$ cat src/rtl/uart_arb_pkg.sv
// Shared types and helpers for the UART TX arbiter: FSM encoding, hold length
// and the round-robin search used by the picker.
package uart_arb_pkg;

  typedef enum logic [1:0] {
    ST_IDLE = 2'd0,
    ST_SEND = 2'd1,
    ST_HOLD = 2'd2
  } arb_state_t;

  localparam int HOLD_CYCLES = 2;
  localparam int MAX_REQ     = 32;
  localparam int MAX_REQ_W   = 5;

  // Rotate-and-find-first: index of the first set bit of req[n-1:0] at or after
  // position start (wrapping), or -1 when nothing is set.
  function automatic int rr_first(input logic [MAX_REQ-1:0] req,
                                  input int start,
                                  input int n);
    int idx;
    rr_first = -1;
    for (int i = MAX_REQ - 1; i >= 0; i--) begin
      if (i < n) begin
        idx = start + i;
        if (idx >= n) idx = idx - n;
        if (req[idx[MAX_REQ_W-1:0]]) rr_first = idx;
      end
    end
  endfunction

endpackage

$ cat src/rtl/uart_rr_picker.sv
// Combinational round-robin selector: one-hot next owner, searching from the
// requester after the previous owner.
module uart_rr_picker
  import uart_arb_pkg::*;
#(
  parameter int N_REQ = 2,
  parameter int IDX_W = $clog2(N_REQ)
) (
  input  logic [N_REQ-1:0] req_valid,
  input  logic [IDX_W-1:0] last,
  output logic [N_REQ-1:0] next_grant
);

  logic [MAX_REQ-1:0] req_ext;
  int                 pick_idx;

  always_comb begin
    req_ext            = '0;
    req_ext[N_REQ-1:0] = req_valid;
    pick_idx           = rr_first(req_ext, int'(last) + 1, N_REQ);
  end

  generate
    for (genvar gi = 0; gi < N_REQ; gi++) begin : g_onehot
      assign next_grant[gi] = (pick_idx == gi);
    end
  endgenerate

endmodule

$ cat src/rtl/uart_tx_arbiter.sv
// Packet-atomic round-robin arbiter sharing uart_core's TX byte channel between
// N_REQ requesters, with an idle timeout that revokes a stalled grant.
module uart_tx_arbiter
  import uart_arb_pkg::*;
#(
  parameter int N_REQ     = 2,
  parameter int DATA_W    = 8,
  parameter int TIMEOUT_W = 16
) (
  input  logic                      clk,
  input  logic                      rst_n,
  input  logic                      rst_soft,
  input  logic                      tx_en,
  input  logic [TIMEOUT_W-1:0]      idle_timeout,
  input  logic [N_REQ-1:0]          req_valid,
  input  logic [N_REQ*DATA_W-1:0]   req_data,
  input  logic [N_REQ-1:0]          req_last,
  output logic [N_REQ-1:0]          req_ready,
  input  logic                      tx_ready,
  output logic [DATA_W-1:0]         tx_data,
  output logic                      tx_write_en,
  output logic [N_REQ-1:0]          grant,
  output logic                      busy,
  output logic                      timeout_evt
);

  localparam int IDX_W = $clog2(N_REQ);
  localparam logic [TIMEOUT_W-1:0] CNT_MAX = '1;

  arb_state_t           state_reg;
  logic [N_REQ-1:0]     grant_reg;
  logic [IDX_W-1:0]     owner_reg;
  logic [IDX_W-1:0]     last_reg;
  logic                 busy_reg;
  logic [DATA_W-1:0]    tx_data_reg;
  logic                 tx_write_en_reg;
  logic                 timeout_evt_reg;
  logic                 release_reg;
  logic [1:0]           hold_cnt_reg;
  logic [TIMEOUT_W-1:0] idle_cnt_reg;
  logic [TIMEOUT_W-1:0] idle_cnt_next;

  logic [N_REQ-1:0]     next_grant;
  logic [IDX_W-1:0]     pick_idx;
  logic [DATA_W-1:0]    req_bytes [N_REQ];
  logic                 owner_valid;
  logic                 owner_last;
  logic [DATA_W-1:0]    owner_data;
  logic                 accept;
  logic                 timeout_hit;

  uart_rr_picker #(
    .N_REQ (N_REQ),
    .IDX_W (IDX_W)
  ) u_picker (
    .req_valid  (req_valid),
    .last       (last_reg),
    .next_grant (next_grant)
  );

  always_comb begin
    pick_idx = '0;
    for (int i = 0; i < N_REQ; i++) begin
      if (next_grant[i]) pick_idx = IDX_W'(i);
    end
  end

  generate
    for (genvar gi = 0; gi < N_REQ; gi++) begin : g_req
      assign req_bytes[gi] = req_data[gi*DATA_W +: DATA_W];
      assign req_ready[gi] = accept & grant_reg[gi];
    end
  endgenerate

  assign owner_valid = req_valid[owner_reg];
  assign owner_last  = req_last[owner_reg];
  assign owner_data  = req_bytes[owner_reg];

  // A soft reset in the same cycle wins, so the byte must not look accepted.
  assign accept = (state_reg == ST_SEND) & owner_valid & tx_ready & tx_en & ~rst_soft;

  always_comb begin
    idle_cnt_next = (idle_cnt_reg == CNT_MAX) ? idle_cnt_reg
                                              : idle_cnt_reg + TIMEOUT_W'(1);
    timeout_hit   = (state_reg == ST_SEND) && !owner_valid &&
                    (idle_timeout != '0) && (idle_cnt_next == idle_timeout);
  end

  always_ff @(posedge clk or negedge rst_n) begin
    if (!rst_n) begin
      state_reg       <= ST_IDLE;
      grant_reg       <= '0;
      owner_reg       <= '0;
      last_reg        <= IDX_W'(N_REQ - 1);
      busy_reg        <= 1'b0;
      tx_data_reg     <= '0;
      tx_write_en_reg <= 1'b0;
      timeout_evt_reg <= 1'b0;
      release_reg     <= 1'b0;
      hold_cnt_reg    <= '0;
      idle_cnt_reg    <= '0;
    end else if (rst_soft) begin
      state_reg       <= ST_IDLE;
      grant_reg       <= '0;
      owner_reg       <= '0;
      last_reg        <= IDX_W'(N_REQ - 1);
      busy_reg        <= 1'b0;
      tx_data_reg     <= '0;
      tx_write_en_reg <= 1'b0;
      timeout_evt_reg <= 1'b0;
      release_reg     <= 1'b0;
      hold_cnt_reg    <= '0;
      idle_cnt_reg    <= '0;
    end else begin
      tx_write_en_reg <= 1'b0;
      timeout_evt_reg <= 1'b0;
      case (state_reg)
        ST_IDLE: begin
          if (|req_valid) begin
            grant_reg    <= next_grant;
            owner_reg    <= pick_idx;
            busy_reg     <= 1'b1;
            idle_cnt_reg <= '0;
            state_reg    <= ST_SEND;
          end
        end
        ST_SEND: begin
          if (accept) begin
            tx_data_reg     <= owner_data;
            tx_write_en_reg <= 1'b1;
            release_reg     <= owner_last;
            hold_cnt_reg    <= '0;
            idle_cnt_reg    <= '0;
            state_reg       <= ST_HOLD;
          end else if (owner_valid) begin
            // Backpressure keeps the owner alive.
            idle_cnt_reg <= '0;
          end else if (timeout_hit) begin
            timeout_evt_reg <= 1'b1;
            last_reg        <= owner_reg;
            grant_reg       <= '0;
            busy_reg        <= 1'b0;
            idle_cnt_reg    <= '0;
            state_reg       <= ST_IDLE;
          end else if (idle_timeout != '0) begin
            idle_cnt_reg <= idle_cnt_next;
          end
        end
        ST_HOLD: begin
          // Second hold cycle masks uart_core's late tx_ready drop.
          if (hold_cnt_reg == 2'(HOLD_CYCLES - 1)) begin
            idle_cnt_reg <= '0;
            if (release_reg) begin
              last_reg  <= owner_reg;
              grant_reg <= '0;
              busy_reg  <= 1'b0;
              state_reg <= ST_IDLE;
            end else begin
              state_reg <= ST_SEND;
            end
          end else begin
            hold_cnt_reg <= hold_cnt_reg + 2'd1;
          end
        end
        default: state_reg <= ST_IDLE;
      endcase
    end
  end

  assign grant       = grant_reg;
  assign busy        = busy_reg;
  assign tx_data     = tx_data_reg;
  assign tx_write_en = tx_write_en_reg;
  assign timeout_evt = timeout_evt_reg;

endmodule

$ cat config.mk
export PLATFORM = sky130hd
export DESIGN_NAME = uart_tx_arbiter
export DESIGN_NICKNAME = d
export VERILOG_FILES = /design/src/rtl/uart_arb_pkg.sv /design/src/rtl/uart_rr_picker.sv /design/src/rtl/uart_tx_arbiter.sv
export SDC_FILE = /design/constraint.sdc
export NUM_CORES = 1
export LEC_CHECK = 0
export ABC_AREA = 0
export BUFFER_PORTS_ARGS = -buffer_cell sky130_fd_sc_hd__buf_2
export CORE_ASPECT_RATIO = 1.4
export CORE_MARGIN = 2
export CORE_UTILIZATION = 51
export DETAILED_ROUTE_END_ITERATION = 10
export PLACE_DENSITY = 0.88
export SYNTH_ARGS = -nofsm -noshare
export SYNTH_HDL_FRONTEND = slang
export SYNTH_HIERARCHICAL = 1
export SYNTH_SLANG_ARGS = --single-unit
export TNS_END_PERCENT = 5
$ cat constraint.sdc
create_clock -name clk -period 2.75 [get_ports clk]
set_input_delay 0 -clock clk [delete_from_list [all_inputs] [get_ports clk]]
set_output_delay 0 -clock clk [all_outputs]
set_load 0.05 [all_outputs]
; ---- Word-level counts from Yosys, hierarchy flattened
; Index checks and enable logic that the tools add are counted.
[word_totals]
register_bits = 36
in_bits = 41
output_inout_bits = 15
elab_cells = 144
[op_classes]
addsub = 6
magnitude_cmp = 6
eq_ne = 17
mux = 75
n_bitwise = 8
reduce_logical = 21
[op_table]
columns = op, count
row1 = 16-bit 2-to-1 mux, 8
row2 = 32-bit 2-to-1 mux, 4
row3 = "32-bit by 3-bit greater-or-equal comparator with 1-bit output, second input constant", 2
row4 = "32-bit by 3-bit subtractor with 32-bit output, second input constant", 2
row5 = 8-bit 2-to-1 mux, 6
row6 = 16-bit case mux with 3 select lines, 1
row7 = 1-bit 2-to-1 mux, 35
row8 = "32-bit by 2-bit adder with 32-bit output, second input constant", 1
row9 = "32-bit by 2-bit == test with 1-bit output, second input constant", 1
row10 = 32-bit logical NOT, 1
row11 = 2-bit 2-to-1 mux, 14
row12 = "3-bit != test, second input constant", 8
row13 = "16-bit by 1-bit adder with 16-bit output, second input constant", 1
row14 = 16-bit == test, 1
row15 = "16-bit == test, second input constant", 1
row16 = 16-bit nonzero test, 1
row17 = "5-bit by 6-bit less-than comparator with 1-bit output, second input constant", 2
row18 = 2-bit case mux with 3 select lines, 2
row19 = 1-bit binary-select mux with 5-bit select, 2
row20 = "4-bit != test, second input constant", 2
row21 = 4-bit AND reduction, 2
row22 = 2-bit nonzero test, 4
row23 = 7-bit AND reduction, 1
row24 = 1-bit bitwise AND, 6
row25 = other kinds (21), 25

; ---- Logic depth before layout (Yosys ltp)
; Gate-level depths: netlist (run 1).
[logic_depth]
depth_word = 13
mapped_depth = 12
mapped_depth_nobuf = 9

; ---- By module
; The synthesis (run 1) kept the hierarchy.
[modules_own_cells]
columns = mod, n_inst, cells_each, area_each_um2
row1 = uart_tx_arbiter, 1, 372, 2996.6
row2 = uart_rr_picker, 1, 3, 18.8

; ---- Worst setup path after synthesis (run 1)
; No wires, ideal clock.
[synth_timing]
path_kind = register to register
start = register idle_cnt_reg[1]
end = register state_reg[0]
setup_time_ns = 0.128
arrival_ns = 2.855
setup_slack_ns = -0.232
stages_incl_launch_ff = 11
path_buffers = 1
synth_period_minus_slack_ns = 2.982
path_cell_list = dfrtp_1 > ha_1 > buf_2 > nand3_1 > nor3_2 > mux2i_1 > mux2_2 > nor4_1 > nand4_1 > a31oi_1 > mux2_1
[synth_between]
elab_chain_cells = 6
word_cells_on_any_way = 7
[synth_rtl]
columns = item, line_no
row1 = "start, declared", uart_tx_arbiter.sv:40  ; logic [TIMEOUT_W-1:0] idle_cnt_reg;
row2 = "start signal, assigned", uart_tx_arbiter.sv:146  ; idle_cnt_reg <= idle_cnt_next;
row3 = 16-bit by 1-bit adder with 16-bit output / 16-bit == test (equally long branches), "uart_tx_arbiter.sv:84, uart_tx_arbiter.sv:83"
row4 = 16-bit 2-to-1 mux (*), uart_tx_arbiter.sv:83  ; idle_cnt_next = (idle_cnt_reg == CNT_MAX) ? idle_cnt_reg
row5 = 16-bit == test (*), uart_tx_arbiter.sv:86  ; (idle_timeout != '0) && (idle_cnt_next == idle_timeout);
row6 = 1-bit logical AND (*), uart_tx_arbiter.sv:86
row7 = 4-bit != test (no line) (*), -
row8 = 4-bit AND reduction (no line) (*), -
row9 = "end signal, assigned", uart_tx_arbiter.sv:91  ; state_reg <= ST_IDLE;
row10 = "end signal, assigned", uart_tx_arbiter.sv:103  ; state_reg <= ST_IDLE;
row11 = "end signal, assigned", uart_tx_arbiter.sv:124  ; state_reg <= ST_SEND;
row12 = "end, declared", uart_tx_arbiter.sv:30  ; arb_state_t state_reg;
; Mark *: on every way between the ends. The rest lies on a longest branch, timed or not.
; A chain may end at the register's enable or synchronous reset.

; ---- Worst setup path after layout (run 1)
[layout_timing]
start = register idle_cnt_reg[1]
end = register idle_cnt_reg[5]
[layout_between]
elab_chain_cells = 9
word_cells_on_any_way = 13
[layout_rtl]
columns = item, line_no
row1 = 16-bit by 1-bit adder with 16-bit output / 16-bit == test (equally long branches), "uart_tx_arbiter.sv:84, uart_tx_arbiter.sv:83"
row2 = 16-bit 2-to-1 mux (*), uart_tx_arbiter.sv:83
row3 = 16-bit == test, uart_tx_arbiter.sv:86
row4 = 1-bit logical AND, uart_tx_arbiter.sv:86
row5 = 16-bit 2-to-1 mux, uart_tx_arbiter.sv:138  ; end else if (timeout_hit) begin
row6 = 16-bit 2-to-1 mux, uart_tx_arbiter.sv:135  ; end else if (owner_valid) begin
row7 = 16-bit 2-to-1 mux, uart_tx_arbiter.sv:128  ; if (accept) begin
row8 = 16-bit case mux with 3 select lines, uart_tx_arbiter.sv:117  ; case (state_reg)
row9 = 16-bit 2-to-1 mux, uart_tx_arbiter.sv:102  ; end else if (rst_soft) begin
; Mark *: on every way between the ends. The rest lies on a longest branch, timed or not. The select of a mux whose other input is x is not followed.

==> metrics, run 1 <==
register bit total from synthesis=36; vias per cell=slightly above 6; Fin Hold WS=-2.52 ps; ordered cell list for the critical path=buf_4 > nand2_1 > or2_1 > a2111oi_2 > buf_4 > o2111ai_2 > nor4_4 > nand4_1 > buf_4 > a31oi_1 > o22ai_1; Crit path required time=between 2000 and 3000 ps; fin crit period=~2800 ps; CTS tree=done; commonest cells after routing, fill and taps aside=buf_4, buf_2, nand2_1, a21oi_1, dfrtp_1; Mean Syn Cell Area=~8.0 um^2; largest net degree at the start of global routing=37; outcome=complete, but fails checks; crit end category=register; Max Freq=~360 MHz; Main synth FF type=dfrtp_1; H-tree Lvls=2; PnR worst setup slack=-38.7 ps; core area=between 0.005 and 0.006 mm^2; fillers=between 400 and 500; PortBufs=55; DIE AREA=approximately 0.0066 mm^2; DRC viols=0; Synthesis Warnings=6; power density cells=414 mW/mm^2; Max-Slew Margin vs Limit=0.417; FF/Latch Area=roughly 910 um^2; Antenna Cells=0; routability cong.=0.973; NumNets Final=about 550; Lkg Pwr=between 0.0015 and 0.002 uW; Reg2Reg Depth=11; Post-synth ARST share=1.00; CP max FO=3; TritonRoute pass-1 iters=5; register area share after synthesis=0.299; Final Slew Violations=0; RR Startpoint=idle_cnt_reg[1]; Post-Layout Cell Count=around 580; Worst Setup Start Kind=register; CP Class=register to register; worst hold path class=primary input to register; layout cell share with drive strength beyond 1=0.378; total grt overflow=0; CTS buffer count=5; largest stage delay on the critical path=about 420 ps; Setup Viol. Count Final=3; setup tns final=-88.0 ps; CP dominant cell by count=buf_4; VDD IR-drop max=around 0.0005 V; DP Wirelength=~8000 um; Worst-Margin Slew=around 870 ps; Ports=56; top cell type's share of synthesized area=0.290; Layout area overhead=40.0%; RSZ-0062 raised after global routing=true; worst-skew pair later-pin latency=~310 ps; Global Route Usage Sum=0.347; 1st-iter DRT viols=between 200 and 300; Reg-to-Reg End=idle_cnt_reg[5]; violated checks=hold timing, setup timing; Final period util=1.01; clock-pin slew on the worst setup and hold paths=about 80 ps; Hold Path End=release_reg; CTS max path bufs=2; CTS Root Cell=clkbuf_8; Hold Startpoint=req_last[0]; CP arrival=about 3000 ps; Post-synth EDFFs=0; initial antenna violation count=0; post-route core utilization=0.730; final hold vios=1; Hold Path Stages=3; die height=approximately 95 um; commonest non-fill, non-tap cell in the layout=buf_4; Setup Skew=approximately 11 ps; vias in the first global route=~3500; cell area after synthesis=between 0.003 and 0.004 mm^2; WL per Instance=~19 um; Multi-input gate area=between 0.002 and 0.0025 mm^2; max FFs per register=16; synth top area cells=dfrtp_1, mux2i_1, a21oi_1, nand2_1, o21ai_0; Clock Sinks=36; Yosys top cell by area=dfrtp_1; Initial Util=0.522; Post-Route WL=roughly 11000 um; die width=approximately 69 um; max_cap viols=0; total number of vias=around 3600; Yosys cell types=64; flop2flop setup slack=-40 ps; dpl cells=~560; Mapped Cells=about 380; Critical-path top delay cell=dfrtp_1; Post-Syn Nets=422; first-pass GRT wire length=16500 um; Routed Antenna Nets=0; Placement Rows=33
-- power breakdown --
part / internal, uW / total, uW / switching, uW
clock network: 268 / 478 / 209
registers: 570 / 595 / 25.1
logic: 268 / 676 / 408
total: 1110 / 1750 / 643
-- stage by stage --
stage                     setup slack, ps  instance area, um^2  power [uW]  hold slack, ps
after CTS                            5.55                 4120        1710           0.434
after global placement               -342                 3890        1200             125
after detailed placement             -249                 3890        1220             135
final                               -38.7                 4220        1750           -2.52
after floorplan                     -89.3                 3050         989            -296
after global routing                 -192                 4220        1820            1.30
-- cells in the mapped netlist, types with 3 or more instances --
| master | count |
|---|---|
| nand2_1 | 42 |
| dfrtp_1 | 35 |
| a21oi_1 | 32 |
| nor2_1 | 27 |
| o21ai_0 | 25 |
| nand3_1 | 23 |
| inv_1 | 17 |
| mux2i_1 | 17 |
| nor4_1 | 12 |
| clkbuf_1 | 11 |
| nand4_1 | 10 |
| buf_2 | 9 |
| and3_1 | 8 |
| xnor2_1 | 8 |
| nor3_1 | 7 |
| ha_1 | 6 |
| xor2_1 | 6 |
| a31oi_1 | 5 |
| and4_1 | 5 |
| nand2b_1 | 5 |
| o211ai_1 | 5 |
| a211oi_1 | 3 |
| nor4_4 | 3 |
| o2111ai_1 | 3 |
| o22ai_1 | 3 |
-- what timing repair did --
item / CTS / global route
resized for setup: 13 / 18
setup buffers: 4 / 1
hold endpoints to repair: 37 / 2
hold buffers: 4 / 2
setup endpoints to repair: 11 / 20
pin swaps: 7 / 9
-- metal layers --
metal,up-vias,GRT usage,part of all wire
li1,1646,-,-
met1,1663,0.392,0.38
met2,194,0.597,0.51
met3,49,0.0513,0.061
met4,0,0.209,0.051
met5,-,0,0
-- layout make-up --
type	instances	area share
inverter	17	0.0151
timing repair buffer	145	0.231
tap	70	0.0207
clock inverter	3	0.0101
clock buffer	5	0.0163
sequential	36	0.216
multi-input combinational	299	0.491
-- worst max path at each step --
stage | from | endpoint | slack [ps]
CTS | idle_cnt_reg[1] | busy | 6
floorplan | idle_cnt_reg[1] | state_reg[0] | -90
detailed placement | idle_cnt_reg[10] | busy | -250
finish | idle_cnt_reg[1] | idle_cnt_reg[5] | -40
global route | idle_cnt_reg[3] | idle_cnt_reg[5] | -190
global placement | idle_cnt_reg[10] | busy | -340
-- worst max-delay path, delay by kind of cell (launching register included) --
kind | cells | cell delay (ps)
simple gates | 4 | 940
compound gates | 4 | 770
flops | 1 | 420
buf+inv | 3 | 550
-- logic make-up after synthesis --
| logic type | count (synthesis) | synth area share |
|---|---|---|
| muxes | 21 | 0.0714 |
| DFF | 36 | 0.299 |
| and+or+nand+nor | 159 | 0.302 |
| adders and majority gates | 6 | 0.0249 |
| AOI/OAI and AO/OA | 98 | 0.202 |
| xor gates and xnor gates | 15 | 0.0461 |
| buffers and inverters | 40 | 0.0552 |
Note: power is estimated with default switching activity, not from simulation.
==> run 2, diff against run 1 <==
--- a/config.mk
+++ b/config.mk
@@ -7,11 +7,14 @@
 export LEC_CHECK = 0
 export ABC_AREA = 0
 export BUFFER_PORTS_ARGS = -buffer_cell sky130_fd_sc_hd__buf_2
+export CELL_PAD_IN_SITES_DETAIL_PLACEMENT = 0
+export CELL_PAD_IN_SITES_GLOBAL_PLACEMENT = 1
 export CORE_ASPECT_RATIO = 1.4
 export CORE_MARGIN = 2
-export CORE_UTILIZATION = 51
+export CORE_UTILIZATION = 37
 export DETAILED_ROUTE_END_ITERATION = 10
-export PLACE_DENSITY = 0.88
+export PLACE_DENSITY = 0.87
+export SETUP_SLACK_MARGIN = 0.3
 export SYNTH_ARGS = -nofsm -noshare
 export SYNTH_HDL_FRONTEND = slang
 export SYNTH_HIERARCHICAL = 1
==> run 2 against run 1 <==
Total power increased by 4.0%. Cell count increased by 3.3%. Core utilization decreased by 20 points. Clock power up 19%. Cell area increased by 0.27%. Critical path depth up 2. Clock skew fell by 5.7 ps. Combinational power down 4.3%. Fmax rose by 0.95%. Hold slack better by 9.6 ps. Clock-buffer cell count grew 1. Sequential share of layout area is 0.12 points lower. The run ends with setup timing left.
==> metrics, run 2 (same netlist as run 1, synthesis figures left out) <==
outcome=complete, but fails checks; violated checks=setup timing; Pwr Total=1820 uW (+4.0%); CP max FO=3 (unchanged); die height=111 um (+17%); Routed Antenna Nets=0 (unchanged); RR Startpoint=idle_cnt_reg[11]; Ports=56 (unchanged); commonest non-fill, non-tap cell in the layout=buf_4; TritonRoute pass-1 iters=5 (unchanged); DP Wirelength=7780 um (-5.6%); Reg-to-Reg End=busy; Critical-path top delay cell=dfrtp_1; Setup Viol. Count Final=1 (-2); CP dominant cell by count=buf_4; worst-skew pair later-pin latency=280 ps (-30 ps); Hold Startpoint=req_data[0]; CTS Root Cell=clkbuf_16; flop2flop setup slack=-10 ps (+30 ps); Worst-Margin Slew=1050 ps (+175 ps); CTS max path bufs=2 (unchanged); Max Freq=362 MHz (+0.95%); Antenna Cells=0 (unchanged); Hold Path Stages=3 (unchanged); PnR worst setup slack=-12.4 ps (+26.4 ps); Worst Setup Start Kind=register; Multi-input gate area=0.00213 mm^2 (+2.6%); CP arrival=2930 ps (-50 ps); Final period util=1.00 (-0.00959); largest stage delay on the critical path=410 ps (about the same); worst setup path start=idle_cnt_reg[11]; DRC viols=0 (unchanged); Crit path required time=2920 ps (-20 ps); ordered cell list for the critical path=buf_4 > nand4_1 > buf_4 > o21ai_0 > mux2i_1 > buf_4 > buf_4 > xnor2_1 > a221oi_1 > buf_4 > a41oi_2 > nor2_2 > mux2_4; H-tree Lvls=2 (unchanged); fillers=747 (+72%); initial antenna violation count=0 (unchanged); max_cap viols=0 (unchanged); clock-pin slew on the worst setup and hold paths=60 ps (-20 ps); Fin Hold WS=7.12 ps (+9.63 ps); max FFs per register=16 (unchanged); crit end category=register; Max-Slew Margin vs Limit=0.301 (-0.117); layout cell share with drive strength beyond 1=0.382 (+0.00390); Reg2Reg Depth=13 (+2); Final Slew Violations=0 (unchanged); Post-Route WL=10400 um (-6.0%); Placement Rows=39 (+18%); commonest cells after routing, fill and taps aside=buf_4, buf_2, nand2_1, a21oi_1, dfrtp_1; total grt overflow=0 (unchanged); DIE AREA=0.00890 mm^2 (+36%); VDD IR-drop max=0.000351 V (-29%); Clock Sinks=36 (unchanged); routability cong.=1.01 (+3.4%); CTS buffer count=5 (unchanged); worst hold path class=primary input to register; die width=80.3 um (+16%); Post-Layout Cell Count=594 (+3.3%); final hold vios=0 (-1); Hold Path End=tx_data[0]; NumNets Final=538 (-2.4%); power density cells=430 mW/mm^2 (+3.7%); first-pass GRT wire length=16500 um (about the same); post-route core utilization=0.526 (-0.205); 1st-iter DRT viols=347 (+32%); CTS tree=done; largest net degree at the start of global routing=37 (unchanged); WL per Instance=17.6 um (-9.0%); Setup Skew=5.21 ps (-5.68 ps); Initial Util=0.375 (-0.147); vias in the first global route=3465 (+0.32%); Lkg Pwr=0.00188 uW (-1.2%); CP Class=register to register; Global Route Usage Sum=0.236 (-0.111); total number of vias=3548 (-0.11%); core area=0.00805 mm^2 (+39%); fin crit period=2760 ps (-26.4 ps); FF/Latch Area=910 um^2 (-0.27%); vias per cell=5.97 (-3.3%); Layout area overhead=40.4%; PortBufs=55 (unchanged); RSZ-0062 raised after global routing=true; dpl cells=570 (+2.5%)
[run 2: cell types whose count changed in the layout (fill, tap and decap cells not counted), sizes merged]
cell,before,now
buf,139,131
bufinv,1,0
clkbuf,5,6
dlygate4sd3,6,1
[run 2: cell type report]
type                       instances  share of cell area
tap                              102              0.0302
clock buffer                       6              0.0304
inverter                          17              0.0151
timing repair buffer             132               0.204
clock inverter                     2             0.00296
sequential                        36               0.215
multi-input combinational        299               0.503
[run 2: metrics by stage]
stage          setup TNS, ps  setup slack (ps)  instance area, um^2
5_1_grt                 -651              -107                 4230
4_1_cts                    0              84.9                 4120
6_report               -12.4             -12.4                 4230
3_5_place_dp            -288              -121                 3790
2_1_floorplan           -153             -89.3                 3050
3_3_place_gp            -150             -77.0                 3790
[run 2: what timing repair did]
item,CTS,global route
setup endpoints to repair,23,25
hold buffers,1,0
resized for setup,20,20
pin swaps,11,12
hold endpoints to repair,35,0
buffers inserted,11,4
[run 2: worst max path at each step]
stage,depth (start not counted),slack (ps),endpoint
final,13,-10,busy
after global routing,11,-110,busy
after CTS,9,80,state_reg[0]
after detailed placement,10,-120,busy
after global placement,10,-80,busy
after floorplan,11,-90,state_reg[0]
[run 2: per-layer routing]
layer	GRT usage	share of wire
met1	0.268	0.37
met2	0.396	0.48
met3	0.0285	0.073
met4	0.173	0.079
met5	0	0
[run 2: worst max-delay path: cells and delay by family (launching register included)]
kind / cells / cell delay [ps]
and+or+nand+nor: 2 / 370
AOI/OAI and AO/OA: 3 / 520
DFF: 1 / 410
xor gates and xnor gates: 1 / 110
muxes: 2 / 420
buffers and inverters: 5 / 840
[run 2: power by group]
group | switching (uW) | internal [uW]
Sequential | 29.2 | 571
Clock | 236 | 335
Combinational | 393 | 254
Total | 659 | 1160
==> run 3, diff against run 2 <==
--- a/config.mk
+++ b/config.mk
@@ -12,6 +12,7 @@
 export CORE_ASPECT_RATIO = 1.4
 export CORE_MARGIN = 2
 export CORE_UTILIZATION = 37
+export CTS_CLUSTER_SIZE = 8
 export DETAILED_ROUTE_END_ITERATION = 10
 export PLACE_DENSITY = 0.87
 export SETUP_SLACK_MARGIN = 0.3
==> constraint.sdc (replaced) <==
create_clock -name clk -period 2.75 [get_ports clk]
set_input_delay 0.1375 -clock clk [delete_from_list [all_inputs] [get_ports clk]]
set_output_delay 0.1375 -clock clk [all_outputs]
set_load 0.05 [all_outputs]
==> run 3 against run 2 <==
The run ends with hold timing left. Die area stayed put. First-iteration DRC count is 20% lower. Largest cell class unchanged. Sequential share of layout area is 0.14 points higher. Register-to-register slack better by 100 ps. Sequential power hardly changed. Clock skew hardly changed. Combinational power is 3.6% lower. Via count is 2.9% lower. Cell count is 0.67% lower.
==> metrics, run 3 (same netlist as run 1, synthesis figures left out) <==
total number of vias=3446 (-2.9%); clock-pin slew on the worst setup and hold paths=60 ps (about the same); Clock Sinks=36 (unchanged); Buffers & Inverters on Critical Path=2 (-3); worst setup path start=idle_cnt_reg[9]; DIE AREA=0.00890 mm^2 (unchanged); Final Slew Violations=0 (unchanged); combinational share of power=0.339 (-0.017); CTS Root Cell=clkbuf_16; Max Freq=376 MHz (+3.9%); CTS tree=done; worst slack at placement=-98.7 ps (+22.6 ps); Clk pwr share=0.335 (+0.021); largest delay contributor family on the critical path=simple AND/OR/NAND/NOR gates; largest net degree at the start of global routing=37 (unchanged); PnR worst setup slack=90.3 ps (+103 ps); final hold vios=30 (+30); Switching Share=0.351 (-0.0113); CP Class=register to register; vias per cell=5.84 (-2.2%); CTS Hold Bufs=0 (-1); RR Startpoint=idle_cnt_reg[9]; Max-Slew Margin vs Limit=0.293 (-0.00719); DP Wirelength=7840 um (+0.75%); ordered cell list for the critical path=buf_4 > and4_1 > buf_6 > a21oi_1 > o2111ai_2 > nand4_1 > nor4_4 > a41oi_2 > nor2_2 > mux2_1; VDD IR-drop max=0.000340 V (-3.1%); Layout area overhead=39.3%; CP arrival=2820 ps (-110 ps); Setup Viol. Count Final=0 (-1); Lkg Pwr=0.00188 uW (about the same); die height=111 um (unchanged); layout cell share with drive strength beyond 1=0.373 (-0.00916); worst hold path class=primary input to async pin; Seq pwr share=0.326 (-0.004); fin crit period=2660 ps (-103 ps); CTS buffer count=5 (unchanged); first-pass GRT wire length=16500 um (about the same); sw power=647 uW (-1.8%); NumNets Final=534 (-0.74%); total grt overflow=0 (unchanged); routability cong.=1.01 (+0.76%); Worst-Margin Slew=1060 ps (+10.8 ps); PortBufs=55 (unchanged); power density cells=439 mW/mm^2 (+2.1%); die width=80.3 um (unchanged); initial antenna violation count=0 (unchanged); commonest cells after routing, fill and taps aside=buf_4, buf_2, nand2_1, a21oi_1, dfrtp_1; Post-Route WL=10400 um (about the same); Global Route Usage Sum=0.239 (+0.00259); crit end category=register; largest stage delay on the critical path=410 ps (about the same); Worst Setup Start Kind=register; Antenna Cells=0 (unchanged); core area=0.00805 mm^2 (unchanged); RSZ-0062 raised after global routing=true; Ports=56 (unchanged); Fin Hold WS=-16.7 ps (-23.9 ps); Initial Util=0.375 (unchanged); Internal=1200 uW (+3.1%); Critical-path top delay cell=dfrtp_1; worst-skew pair later-pin latency=280 ps (about the same); Routed Antenna Nets=0 (unchanged); DRC viols=0 (unchanged); Placement Rows=39 (unchanged); Crit path required time=2910 ps (about the same); max_cap viols=0 (unchanged); setup tns final=0 ps (+12.4 ps); outcome=complete, but fails checks; 1st-iter DRT viols=276 (-20%); max FFs per register=16 (unchanged); vias in the first global route=3475 (+0.29%); CTS max path bufs=2 (unchanged); WL per Instance=17.7 um (+0.62%); Setup Skew=5.42 ps (+0.208 ps); commonest non-fill, non-tap cell in the layout=buf_4; Final period util=0.967 (-0.0373); CP max FO=10 (+7); TritonRoute pass-1 iters=5 (unchanged); H-tree Lvls=2 (unchanged); violated checks=hold timing
run 3: changes by cell type in the layout (fill, tap and decap cells not counted), sizes merged:
| cell | previous run | this run |
|---|---|---|
| clkinv | 1 | 0 |
| clkbuf | 6 | 8 |
| buf | 131 | 128 |
| clkinvlp | 1 | 0 |
| dlygate4sd3 | 1 | 0 |
run 3: cell type report:
cell class | instances | area [um^2]
Clock buffer | 8 | 156
Sequential cell | 36 | 908
Multi-Input combinational cell | 299 | 2110
Timing Repair Buffer | 128 | 832
Inverter | 17 | 63.8
Fill cell | 783 | 3850
Tap cell | 102 | 128
run 3: repair_timing:
action	4_1_cts	5_1_grt
pin swaps	15	5
setup buffers	9	2
endpoints found under the setup margin	25	25
resized for setup	25	10
run 3: power by group through the flow:
stage | clock (uW) | combinational (uW) | sequential (uW)
global route | 653 | 672 | 605
floorplan | 0 | 318 | 670
CTS | 627 | 609 | 601
global placement | 0 | 590 | 607
finish | 617 | 624 | 601
detailed placement | 0 | 594 | 609
run 3: worst paths after layout:
path | end | slack (ps) | depth (start not counted)
worst min-delay path | idle_cnt_reg[15] | -20 | 1
max in group asynchronous | idle_cnt_reg[7] | 2150 | 1
worst min register to register | tx_data[4] | 470 | 2
worst max register to register | busy | 90 | 10
worst max-delay path | busy | 90 | 10
min in group clk | tx_data[5] | 140 | 3
run 3: per-layer routing:
layer | routed length [um] | up-vias | GRT usage
li1 | - | 1611 | -
met2 | 5200 | 168 | 0.416
met1 | 3950 | 1614 | 0.262
met3 | 609 | 53 | 0.0334
met4 | 679 | 0 | 0.158
met5 | 0 | - | 0
run 3: worst register-to-register path: stages, from the launching register on:
cell and delay (ps):
dfrtp_1 410, buf_4 170, and4_1 240, buf_6 160, a21oi_1 90, o2111ai_2 230, nand4_1 210, nor4_4 370
a41oi_2 200, nor2_2 150, mux2_1 320
run 3: through the flow:
step / std cells / instance area, um^2 / power, uW / util
4_1_cts: 588 / 4130 / 1840 / 0.513
5_1_grt: 590 / 4200 / 1930 / 0.522
6_report: 590 / 4200 / 1840 / 0.522
2_1_floorplan: 375 / 3050 / 989 / -
3_5_place_dp: 571 / 3800 / 1200 / 0.472
3_3_place_gp: 571 / 3800 / 1200 / 0.472
